### src/rtl/mbist_pkg.sv
// Shared definitions for the March C- BIST controller: FSM encoding, op kinds
// and the per-element table describing the six March C- elements.
package mbist_pkg;

  typedef enum logic [1:0] {ST_IDLE, ST_RUN, ST_DRAIN, ST_DONE} state_t;
  typedef enum logic [1:0] {OP_NONE, OP_READ, OP_WRITE} op_kind_t;

  localparam int NUM_ELEMS = 6;
  localparam logic [2:0] LAST_ELEM = 3'(NUM_ELEMS - 1);

  // E0 (w0) and E5 (r0) issue one op per address; E1..E4 issue read then write.
  function automatic int unsigned elem_ops(input logic [2:0] e);
    case (e)
      3'd1, 3'd2, 3'd3, 3'd4: elem_ops = 2;
      default:                elem_ops = 1;
    endcase
  endfunction

  function automatic logic elem_down(input logic [2:0] e);
    elem_down = (e == 3'd3) || (e == 3'd4);
  endfunction

  function automatic op_kind_t elem_op(input logic [2:0] e, input logic phase);
    elem_op = OP_NONE;
    if (!phase) begin
      if (e == 3'd0)           elem_op = OP_WRITE;
      else if (e <= LAST_ELEM) elem_op = OP_READ;
    end else if (elem_ops(e) == 2) begin
      elem_op = OP_WRITE;
    end
  endfunction

  // Background bit expected by the element's read (0 = B0, 1 = B1).
  function automatic logic elem_read_bg(input logic [2:0] e);
    elem_read_bg = (e == 3'd2) || (e == 3'd4);
  endfunction

  // Background bit written by the element's write.
  function automatic logic elem_write_bg(input logic [2:0] e);
    elem_write_bg = (e == 3'd1) || (e == 3'd3);
  endfunction

endpackage

### src/rtl/march_addr_gen.sv
// Up/down address counter for March elements: loads 0 or N-1, steps in the
// direction captured at load time, and flags the final address of the sweep.
module march_addr_gen #(
  parameter int addr = 4
) (
  input  logic            clk,
  input  logic            rst,
  input  logic            load,
  input  logic            down,
  input  logic            step,
  output logic [addr-1:0] cnt,
  output logic            last
);

  logic dir_q;

  // Direction is latched at load so that last never depends on load/down.
  always_ff @(posedge clk) begin
    if (rst) begin
      cnt   <= '0;
      dir_q <= 1'b0;
    end else if (load) begin
      cnt   <= down ? '1 : '0;
      dir_q <= down;
    end else if (step) begin
      cnt <= dir_q ? cnt - 1'b1 : cnt + 1'b1;
    end
  end

  assign last = dir_q ? (cnt == '0) : (cnt == '1);

endmodule

### src/rtl/mbist_march_ctrl.sv
// March C- BIST controller: drives one op per cycle into a single-port memory,
// compares reads two cycles later and latches first-failure diagnostics.
module mbist_march_ctrl
  import mbist_pkg::*;
#(
  parameter int addr = 4,
  parameter int data = 8
) (
  input  logic            clk,
  input  logic            rst,
  input  logic            start,
  output logic            busy,
  output logic            done,
  output logic            fail,
  output logic [addr-1:0] fail_addr,
  output logic [2:0]      fail_elem,
  output logic [data-1:0] fail_mask,
  output logic            mem_wen,
  output logic            mem_ren,
  output logic [addr-1:0] mem_addr,
  output logic [data-1:0] mem_din,
  input  logic [data-1:0] mem_dout
);

  state_t          state, nxt_state;
  logic [2:0]      elem, nxt_elem, elem_inc;
  logic            phase, nxt_phase;
  logic            load, load_down, step, issue, clr_diag;
  op_kind_t        nxt_op;
  logic            addr_last;
  logic [addr-1:0] cur_addr;

  logic            rd_v;
  logic [data-1:0] rd_exp;
  logic [addr-1:0] rd_addr;
  logic [2:0]      rd_elem;

  march_addr_gen #(.addr(addr)) u_addr_gen (
    .clk  (clk),
    .rst  (rst),
    .load (load),
    .down (load_down),
    .step (step),
    .cnt  (cur_addr),
    .last (addr_last)
  );

  assign mem_addr = cur_addr;
  assign elem_inc = elem + 3'd1;

  always_ff @(posedge clk) begin
    if (rst) state <= ST_IDLE;
    else     state <= nxt_state;
  end

  // Decides the op to drive after the coming edge; the address counter
  // advances only once both ops of the current address have issued.
  always_comb begin
    nxt_state = state;
    nxt_elem  = elem;
    nxt_phase = phase;
    load      = 1'b0;
    load_down = 1'b0;
    step      = 1'b0;
    issue     = 1'b0;
    clr_diag  = 1'b0;
    case (state)
      ST_IDLE, ST_DONE: begin
        if (start) begin
          nxt_state = ST_RUN;
          nxt_elem  = 3'd0;
          nxt_phase = 1'b0;
          load      = 1'b1;
          load_down = elem_down(3'd0);
          issue     = 1'b1;
          clr_diag  = 1'b1;
        end
      end
      ST_RUN: begin
        if (!phase && elem_ops(elem) == 2) begin
          nxt_phase = 1'b1;
          issue     = 1'b1;
        end else if (!addr_last) begin
          nxt_phase = 1'b0;
          step      = 1'b1;
          issue     = 1'b1;
        end else if (elem == LAST_ELEM) begin
          nxt_state = ST_DRAIN;
          nxt_phase = 1'b0;
        end else begin
          nxt_elem  = elem_inc;
          nxt_phase = 1'b0;
          load      = 1'b1;
          load_down = elem_down(elem_inc);
          issue     = 1'b1;
        end
      end
      ST_DRAIN: nxt_state = ST_DONE;
      default:  nxt_state = ST_IDLE;
    endcase
    nxt_op = issue ? elem_op(nxt_elem, nxt_phase) : OP_NONE;
  end

  // Outputs, the one-stage read tag pipeline and first-failure capture.
  always_ff @(posedge clk) begin
    if (rst) begin
      elem      <= '0;
      phase     <= 1'b0;
      busy      <= 1'b0;
      done      <= 1'b0;
      fail      <= 1'b0;
      fail_addr <= '0;
      fail_elem <= '0;
      fail_mask <= '0;
      mem_wen   <= 1'b0;
      mem_ren   <= 1'b0;
      mem_din   <= '0;
      rd_v      <= 1'b0;
      rd_exp    <= '0;
      rd_addr   <= '0;
      rd_elem   <= '0;
    end else begin
      elem    <= nxt_elem;
      phase   <= nxt_phase;
      busy    <= (nxt_state == ST_RUN) || (nxt_state == ST_DRAIN);
      done    <= (nxt_state == ST_DONE);
      mem_wen <= (nxt_op == OP_WRITE);
      mem_ren <= (nxt_op == OP_READ);
      mem_din <= (nxt_op == OP_WRITE && elem_write_bg(nxt_elem)) ? '1 : '0;
      rd_v    <= mem_ren;
      rd_exp  <= elem_read_bg(elem) ? '1 : '0;
      rd_addr <= mem_addr;
      rd_elem <= elem;
      if (clr_diag) begin
        fail      <= 1'b0;
        fail_addr <= '0;
        fail_elem <= '0;
        fail_mask <= '0;
      end else if (rd_v && !fail && (mem_dout != rd_exp)) begin
        fail      <= 1'b1;
        fail_addr <= rd_addr;
        fail_elem <= rd_elem;
        fail_mask <= mem_dout ^ rd_exp;
      end
    end
  end

endmodule

### config.mk
export PLATFORM = sky130hd
export DESIGN_NAME = mbist_march_ctrl
export DESIGN_NICKNAME = d
export VERILOG_FILES = /design/src/rtl/mbist_pkg.sv /design/src/rtl/march_addr_gen.sv /design/src/rtl/mbist_march_ctrl.sv
export SDC_FILE = /design/constraint.sdc
export NUM_CORES = 1
export LEC_CHECK = 0
export CAP_MARGIN = 20
export CORE_MARGIN = 5
export CORE_UTILIZATION = 46
export DETAILED_ROUTE_END_ITERATION = 8
export GPL_ROUTABILITY_DRIVEN = 0
export PLACE_DENSITY = 0.86
export SYNTH_ARGS = -nofsm -noshare
export SYNTH_HDL_FRONTEND = slang
export SYNTH_HIERARCHICAL = 1
export SYNTH_SLANG_ARGS = --single-unit
export TNS_END_PERCENT = 20
### constraint.sdc
create_clock -name clk -period 2.5 [get_ports clk]
set_input_delay 0.5 -clock clk [delete_from_list [all_inputs] [get_ports clk]]
set_output_delay 0.5 -clock clk [all_outputs]
set_load 0.1 [all_outputs]
## Yosys cells after proc, flatten, opt, wreduce, memory -nomap -nowiden

Cells that the tools add are included.

- Bits in registers: 55
- Input bits: 11
- Logic and storage cells: 109

- Magnitude comparators: 1
- Bitwise logic cells: 1
- Reduce and logical (&&, ||, !) cells: 18
- Muxes and demuxes: 45
- Add/subtract/negate cells: 3
- Equality and inequality tests: 23

Operators by type and width:

| operator | count |
|---|---|
| equality test 32 x 2 -> 1 bit, second input constant | 2 |
| two-way mux 32 bit | 2 |
| two-way mux 2 bit | 10 |
| two-way mux 1 bit | 18 |
| two-way mux 4 bit | 4 |
| two-way mux 8 bit | 2 |
| equality test 3 x 2 -> 1 bit, second input constant | 5 |
| equality test 3 bit, second input constant | 4 |
| two-way mux 3 bit | 4 |
| equality test 2 bit, second input constant | 5 |
| inequality test 8 bit | 1 |
| OR reduction 4 bit | 2 |
| XOR 8 bit | 1 |
| equality test 2 x 1 -> 1 bit, second input constant | 3 |
| equality test 3 x 1 -> 1 bit, second input constant | 2 |
| case mux 1 bit (2 select lines) | 3 |
| case mux 2 bit (3 select lines) | 1 |
| case mux 3 bit (2 select lines) | 1 |
| adder 4 x 1 -> 4 bit, second input constant | 1 |
| equality test 4 bit, second input constant | 1 |
| logical AND 1 bit | 4 |
| logical NOT 4 bit | 1 |
| logical OR 1 bit | 4 |
| OR reduction 2 bit | 2 |
| other kinds (7) | 8 |

## Longest topological paths before layout

Gate-level depths: netlist of the first run.

- Depth in word-level cells: 19
- Mapped depth: 12
- Gate-level depth less buffers: 10

## Modules after synthesis

Netlist of the first run, hierarchy kept.

Modules (own cells, without submodules):

| module | cells an instance | instances | sequential area each (µm²) | area each (µm²) |
|---|---|---|---|---|
| mbist_march_ctrl | 194 | 1 | 720.7 | 1841.8 |
| march_addr_gen | 43 | 1 | 100.1 | 364.1 |

## Least setup slack after synthesis of the first run

OpenSTA, ideal clock, no wires.

- Path kind: register to register
- Start point: register u_addr_gen.cnt[0]
- End point: register u_addr_gen.cnt[3]
- Library setup time: 60 ps
- Cell stages (with the launch flop): 11
- Path slack: -462 ps
- Arrival time: 2902 ps
- Buffers on the path: 1
- Path through: dfxtp_1 > or3_1 > o31ai_1 > o211ai_1 > nor2_2 > nand2_1 > a21oi_1 > buf_2 > and4bb_2 > o2bb2ai_1 > and3_1

RTL lines:

| what | line | text |
|---|---|---|
| start, declared | march_addr_gen.sv:11 | `output logic [addr-1:0] cnt,` |
| start signal, assigned | march_addr_gen.sv:23 | `cnt <= down ? '1 : '0;` |
| start signal, assigned | march_addr_gen.sv:26 | `cnt <= dir_q ? cnt - 1'b1 : cnt + 1'b1;` |
| equality test 4 bit or logical NOT 4 bit (tied branches) | march_addr_gen.sv:30 | `assign last = dir_q ? (cnt == '0) : (cnt == '1);` |
| two-way mux 1 bit (*) | march_addr_gen.sv:30 |  |
| net addr_last | mbist_march_ctrl.sv:30 | `logic addr_last;` |
| two-way mux 1 bit (*) | mbist_march_ctrl.sv:83 | `end else if (!addr_last) begin` |
| two-way mux 1 bit (*) | mbist_march_ctrl.sv:80 | `if (!phase && elem_ops(elem) == 2) begin` |
| case mux 1 bit (2 select lines) (*) | mbist_march_ctrl.sv:67 | `case (state)` |
| net load | mbist_march_ctrl.sv:28 | `logic load, load_down, step, issue, clr_diag;` |
| two-way mux 4 bit or nonzero test 2 bit (tied branches) | - |  |

Mark *: on every way through the listed nets, which the timed path passes. The rest lies on a longest branch. The select of a mux whose other input is x is not followed.
A chain may end at the register's enable or synchronous reset.

## Worst setup path in the final report of the first run

- Start point: register elem[0]
- End point: register u_addr_gen.cnt[3]

RTL lines:

| what | line | text |
|---|---|---|
| start, declared | mbist_march_ctrl.sv:26 | `logic [2:0] elem, nxt_elem, elem_inc;` |
| start signal, assigned | mbist_march_ctrl.sv:123 | `elem <= nxt_elem;` |
| equality test 3 x 2 -> 1 bit, or another cell as far along | mbist_pkg.sv:13 | `case (e)` |
| OR reduction 4 bit | mbist_pkg.sv:13 |  |
| two-way mux 2 bit | mbist_pkg.sv:13 |  |
| two-way mux 32 bit | mbist_march_ctrl.sv:67 |  |
| equality test 32 x 2 -> 1 bit | mbist_march_ctrl.sv:80 |  |
| logical AND 1 bit | mbist_march_ctrl.sv:80 |  |
| two-way mux 1 bit (*) | mbist_march_ctrl.sv:80 |  |
| case mux 1 bit (2 select lines) (*) | mbist_march_ctrl.sv:67 |  |
| net load | mbist_march_ctrl.sv:28 |  |
| two-way mux 4 bit or nonzero test 2 bit (tied branches) | - |  |

Marked as above.

==> metrics.md, run 1 <==
| Metric | Value |
|---|---|
| Area of the die | `~0.0063 mm²` |
| Ys flop type | `dfxtp_1` |
| Post-synth top cells | `dfxtp_1, nor2_1, a21oi_1, inv_1, nor2b_1` |
| DR WL/cell | `13.5 µm` |
| Peak VDD IR | `0.431 mV` |
| Reg2Reg Launch Point | `elem[0]` |
| Crit path time final | `around 2300 ps` |
| Crit-path cells | `ha_1, ha_4, nor2_1, a21oi_2, nor2_2, nand2_1, a21oi_1, buf_4, or3_1, a221o_1, and3_1` |
| Crit path required time | `2700 ps` |
| Yosys cell types | `52` |
| # diodes | `0` |
| Via/cell ratio | `approximately 5.2` |
| Port Buffers | `42` |
| Layout area overhead | `29.8%` |
| Rows | `25` |
| Detailed Route Iter0 Violations | `39` |
| CTS root buf | `clkbuf_8` |
| Instance count on the critical path | `11` |
| Critical path capture point | `u_addr_gen/cnt[3]` |
| Residual DRC | `0` |
| Total Routing Usage GR | `0.150` |
| Global-route wire length before repair | `7.63 mm` |
| Crit Reg-Reg Endpoint | `u_addr_gen/cnt[3]` |
| Grt total ovfl | `0` |
| Nets | `310` |
| Rel. slew slack | `0.652` |
| Initial core utilization | `0.470` |
| Dpl ws | `-248 ps` |
| CTS clk-pin slew, worst paths | `90 ps` |
| Fmax | `0.426 GHz` |
| Period utilisation layout | `0.939` |
| Post-route cell area | `0.00286 mm²` |
| Cell accounting for the most synthesized area | `dfxtp_1` |
| Area after DPL | `0.00264 mm²` |
| Worst Skew | `7.35 ps` |
| Reg2Reg Setup Slack | `about 150 ps` |
| H-tree levels | `2` |
| Critical Path AT | `roughly 2600 ps` |
| Sink Count | `41` |
| Clock latency on the worst-skew pair | `300 ps` |
| Vias in the first global route | `1728` |
| Ranking of synthesized cells by area | `dfxtp_1, ha_1, nor2_1, a211oi_2, mux2i_1` |
| Worst Reg-to-Reg Cells | `11` |
| Worst Setup SP | `elem[0]` |
| Post-Synthesis Cells | `between 200 and 250` |
| FILL cells | `426` |
| Yosys warns | `6` |
| I/O pin count | `43` |
| Core ar. | `0.00469 mm²` |
| Final TNS setup | `0 ps` |
| Initial antenna violation count | `0` |
| Share of the core filled with cells | `0.610` |
| Crit Path Class | `reg -> reg` |
| TritonCTS clock tree | `built` |
| Number of synthesized register bits | `41` |
| Top-count cell post-synth | `dfxtp_1` |
| Share of cells above drive strength 1 | `0.323` |
| Pwr dens | `578 mW/mm²` |
| Setup-failing EPs final | `0` |
| Status | `completed` |
| Syn Area/Cell | `approximately 9.3 µm²` |
| HP Start | `rd_addr[1]` |
| Final Total Pwr | `between 1.5 and 2 mW` |
| Largest net degree at the start of global routing | `24` |
| MaxCap Viol Count | `0` |
| Slowest CP cell | `dfxtp_4` |
| Fin worst setup slack | `~150 ps` |
| Crit path buf inv count | `1` |
| Area taken by flip-flops and latches | `842 µm²` |
| CP max FO | `12` |
| Hold Path Class | `reg -> reg` |
| Synthesized Nets | `260` |
| Actual slew at the worst max-slew pin | `520 ps` |
| Startpoint types | `register` |
| Antenna viol nets, final | `0` |
| Number of flops mapped to enable cells by yosys | `0` |
| Detailed-route via count | `1795` |
| Yosys top cell area share | `0.372` |
| Die width | `between 70 and 80 µm` |
| Final Hold Fails | `0` |
| CP top delay family | `simple AND/OR/NAND/NOR gates` |
| Num CTS Buffers | `5` |
| Fraction of registers with async set/reset | `0` |
| Final wirelength | `4.61 mm` |
| Pre-Repair DR Iteration Count | `4` |
| Clk buf depth | `2` |
| Die Y | `~80 µm` |
| Leak Pwr | `1.13 nW` |
| Multi-input gate area | `~0.0013 mm²` |
| Crit-path max cell delay | `410 ps` |
| Cell area after synthesis | `0.00221 mm²` |
| Final Max Tran Viols | `0` |
| Sequential element share of the synthesized area | `0.372` |
| Final HPWL DP | `3.43 mm` |
| Endpoint type of the worst setup path | `register` |
==> worst min-delay path, cell delays in order, from the launching register on <==
cell,delay (ps)
dfxtp_1,310
mux2i_1,60
nor2_1,70
==> flip-flops by register name (all words and copies together) (netlist names), 2 cells and up <==
register and count:
rd_addr 4, fail_mask 8, rd_elem 3, u_addr_gen/cnt 4
fail_elem 3, elem 3, fail_addr 4, state 2
==> per-layer routing <==
metal | vias up | track usage | routed length (µm) | part of all wire
li1 | 915 | - | - | -
met1 | 835 | 0.177 | 2010 | 0.44
met2 | 40 | 0.264 | 2260 | 0.49
met3 | 5 | 0.0465 | 287 | 0.062
met4 | 0 | 0.0361 | 48 | 0.010
met5 | - | 0 | 0 | 0
==> worst min-delay path by stage <==
stage	endpoint	cells past startpoint
2_1_floorplan	fail_addr[0]	2
3_3_place_gp	fail_addr[0]	2
3_5_place_dp	fail_addr[1]	2
4_1_cts	fail_addr[1]	2
5_1_grt	rd_v	1
6_report	fail_addr[1]	2
==> what timing repair did <==
action	CTS	global route
gates resized for setup	2	13
hold buffers	0	0
buffers inserted	0	1
cloned	0	0
pin swaps	0	3
setup endpoints to repair	1	1
==> cell families (layout without fill, tap and decap cells) <==
| logic type | count (synthesis) | count (layout) | synth area share |
|---|---|---|---|
| and+or+nand+nor | 86 | 86 | 0.206 |
| AOI/OAI and AO/OA | 47 | 47 | 0.178 |
| DFF | 41 | 41 | 0.372 |
| buffers and inverters | 30 | 81 | 0.0771 |
| adders and majority gates | 12 | 12 | 0.0715 |
| muxes | 11 | 11 | 0.0556 |
| xor gates and xnor gates | 10 | 10 | 0.0397 |
==> layout make-up <==
class / count / area share
Sequential cell: 41 / 0.294
Tap cell: 54 / 0.0236
Clock inverter: 2 / 0.0135
Multi-Input combinational cell: 166 / 0.444
Clock buffer: 6 / 0.0328
Timing Repair Buffer: 60 / 0.173
Inverter: 13 / 0.0184
==> where the power goes <==
group	internal (mW)	switching (mW)	total, mW
clock network	0.362	0.246	0.608
registers	0.676	0.0224	0.698
logic	0.117	0.230	0.347
total	1.16	0.499	1.65
==> stage by stage <==
step | hold WS (ps) | instances
3_3_place_gp | 447 | 332
2_1_floorplan | 440 | 237
3_5_place_dp | 458 | 332
5_1_grt | 498 | 342
6_report | 476 | 342
4_1_cts | 480 | 340
==> layout by cell type (no fill, tap or decap), types with 3 or more instances in the layout <==
cell type	netlist	final
a211oi_2	8	8
a21oi_1	13	12
and3_1	4	4
buf_4	7	49
clkbuf_8	0	5
clkdlybuf4s50_1	0	10
dfxtp_1	41	34
dfxtp_4	0	5
ha_1	11	7
ha_4	0	3
inv_1	13	11
mux2i_1	10	10
nand2_1	7	7
nand2b_1	3	3
nand3_1	5	5
nor2_1	35	35
nor2b_1	12	12
nor3_1	4	4
xnor2_1	8	8
No activity file was read; power rests on OpenSTA's default activity.
==> run 2: changes to the inputs <==
--- a/config.mk
+++ b/config.mk
@@ -11,6 +11,7 @@
 export DETAILED_ROUTE_END_ITERATION = 8
 export GPL_ROUTABILITY_DRIVEN = 0
 export PLACE_DENSITY = 0.86
+export SETUP_SLACK_MARGIN = 0.02
 export SYNTH_ARGS = -nofsm -noshare
 export SYNTH_HDL_FRONTEND = slang
 export SYNTH_HIERARCHICAL = 1
==> metrics.md, run 2 (same netlist as run 1, synthesis figures left out) <==
| Metric | Value |
|---|---|
| Status | `completed` |
| Residual DRC | `0 (unchanged)` |
| Final Max Tran Viols | `0 (unchanged)` |
| Area of the die | `0.00628 mm² (unchanged)` |
| Leak Pwr | `1.12 nW (-0.81%)` |
| Setup-failing EPs final | `0 (unchanged)` |
| Total Routing Usage GR | `0.149 (-0.000489)` |
| Actual slew at the worst max-slew pin | `545 ps (+24.8 ps)` |
| Pwr dens | `562 mW/mm² (-2.7%)` |
| Detailed-route via count | `1777 (-1.0%)` |
| Num CTS Buffers | `5 (unchanged)` |
| Crit Path Class | `reg -> reg` |
| Top reg by flops | `fail_mask` |
| Global-route wire length before repair | `7.65 mm (+0.18%)` |
| Largest net degree at the start of global routing | `24 (unchanged)` |
| CP max FO | `8 (-4)` |
| I/O pin count | `43 (unchanged)` |
| Commonest non-fill, non-tap cells in the layout | `buf_4, nor2_1, dfxtp_1` |
| Grt total ovfl | `0 (unchanged)` |
| Worst Skew | `8.18 ps (+0.833 ps)` |
| Die width | `79.3 µm (unchanged)` |
| DR WL/cell | `13.2 µm (-2.3%)` |
| Crit-path max cell delay | `410 ps (about the same)` |
| Die Y | `79.3 µm (unchanged)` |
| # placed instances | `333 (+0.30%)` |
| CTS clk-pin slew, worst paths | `80 ps (about the same)` |
| Crit path time final | `2350 ps (+0.196 ps)` |
| Final wirelength | `4.52 mm (-2.0%)` |
| Crit path required time | `2730 ps (+30 ps)` |
| Clock latency on the worst-skew pair | `300 ps (about the same)` |
| TritonCTS clock tree | `built` |
| Vias in the first global route | `1681 (-2.7%)` |
| Reg2Reg Launch Point | `u_addr_gen/cnt[2]` |
| Nets | `311 (+0.32%)` |
| Hold Path Class | `reg -> reg` |
| Fmax | `0.426 GHz (about the same)` |
| Via/cell ratio | `5.18 (-1.3%)` |
| Core ar. | `0.00469 mm² (unchanged)` |
| Port Buffers | `42 (unchanged)` |
| Commonest non-fill, non-tap cell in the layout | `buf_4` |
| H-tree levels | `2 (unchanged)` |
| MaxCap Viol Count | `0 (unchanged)` |
| Detailed Route Iter0 Violations | `76 (+95%)` |
| Startpoint types | `register` |
| Crit Reg-Reg Endpoint | `u_addr_gen/cnt[3]` |
| Final Hold Fails | `0 (unchanged)` |
| Worst hold slack | `469 ps (-6.52 ps)` |
| Rows | `25 (unchanged)` |
| CTS root buf | `clkbuf_8` |
| Largest register FFs | `8 (unchanged)` |
| Slowest CP cell | `or3_1` |
| CP top delay family | `simple AND/OR/NAND/NOR gates` |
| Hold Path Sink | `fail_addr[2]` |
| Cell Count, Final, Fillers Out | `343 (+0.29%)` |
| Initial antenna violation count | `0 (unchanged)` |
| Rel. slew slack | `0.636 (-0.0166)` |
| Pre-Repair DR Iteration Count | `4 (unchanged)` |
| Final HPWL DP | `3.31 mm (-3.5%)` |
| Clk buf depth | `2 (unchanged)` |
| Worst Hold Depth | `2 (unchanged)` |
| Period utilisation layout | `0.939 (about the same)` |
| Endpoint type of the worst setup path | `register` |
| # diodes | `0 (unchanged)` |
| Unrepaired setup endpoints after global routing | `yes` |
| HP Start | `rd_addr[2]` |
| Share of cells above drive strength 1 | `0.304 (-0.0184)` |
| Peak VDD IR | `0.527 mV (+22%)` |
| Layout area overhead | `27.1%` |
| Reg2Reg Setup Slack | `150 ps (about the same)` |
| Critical Path AT | `2580 ps (+30 ps)` |
| Crit-path cells | `or3_1, o31ai_4, o211ai_1, nor2_2, nand2_1, a21oi_4, buf_4, nand4b_1, a221o_1, and3_1` |
| Hold Buf Count CTS | `0 (unchanged)` |
| Crit path buf inv count | `1 (unchanged)` |
| Worst Reg-to-Reg Cells | `10 (-1)` |
| Antenna viol nets, final | `0 (unchanged)` |
| Initial core utilization | `0.470 (unchanged)` |
| Sink Count | `41 (unchanged)` |
[run 2: cell types whose count changed in the layout (fill, tap and decap cells not counted), moves of 2 or more]
cell / change
ha_4: -3
inv_1: +2
dfxtp_4: -2
ha_1: +4
[run 2: stage by stage]
step           setup WS (ps)  TNS, ps  cell area [µm²]  utilization  power (mW)
3_3_place_gp            -177    -2340             2650        0.564        1.06
2_1_floorplan           32.3        0             2230            -       0.969
4_1_cts                 62.1        0             2770        0.589        1.59
6_report                 153        0             2800        0.598        1.58
3_5_place_dp            -228    -3210             2650        0.564        1.07
5_1_grt                 8.65        0             2800        0.598        1.65
[run 2: worst min-delay path: stages (launching register included)]
cell	delay [ps]
dfxtp_1	310
mux2i_1	60
nor2_1	70
[run 2: cell type report]
type                    instances  area, µm²
clock buffers                   7        108
clock inverters                 1       7.51
fillers                       393       1890
inverters                      13       48.8
multi-input cells             166       1250
flip-flops and latches         41        836
well taps                      54       67.6
repair buffers                 61        490
[run 2: how the worst max path moves through the flow]
| stage | startpoint | to | slack [ps] | cells past startpoint |
|---|---|---|---|---|
| after CTS | u_addr_gen/cnt[2] | u_addr_gen/cnt[3] | 60 | 10 |
| after floorplan | u_addr_gen/cnt[2] | u_addr_gen/cnt[3] | 30 | 10 |
| after global placement | mem_dout[5] | fail_addr[2] | -180 | 7 |
| after detailed placement | mem_dout[2] | fail_elem[2] | -230 | 7 |
| after global routing | elem[1] | u_addr_gen/cnt[3] | 9 | 10 |
| final | u_addr_gen/cnt[2] | u_addr_gen/cnt[3] | 150 | 10 |
[run 2: repair_timing]
item	CTS	global route
gates resized for setup	1	4
endpoints found under the setup margin	1	2
setup buffers	0	1
gates cloned	0	0
pin swaps	0	1
[run 2: routing by layer]
metal	track usage	share of wire	vias up
met1	0.194	0.46	822
met3	0.0397	0.055	5
met4	0.0515	0.011	0
met2	0.239	0.47	40
met5	0	0	-
li1	-	-	910
[run 2: report_power, final]
part	switching, mW	internal (mW)	leakage, nW	total (mW)
combinational	0.239	0.123	0.729	0.362
sequential	0.0177	0.678	0.335	0.696
clock	0.234	0.284	0.0556	0.518
total	0.491	1.09	1.12	1.58
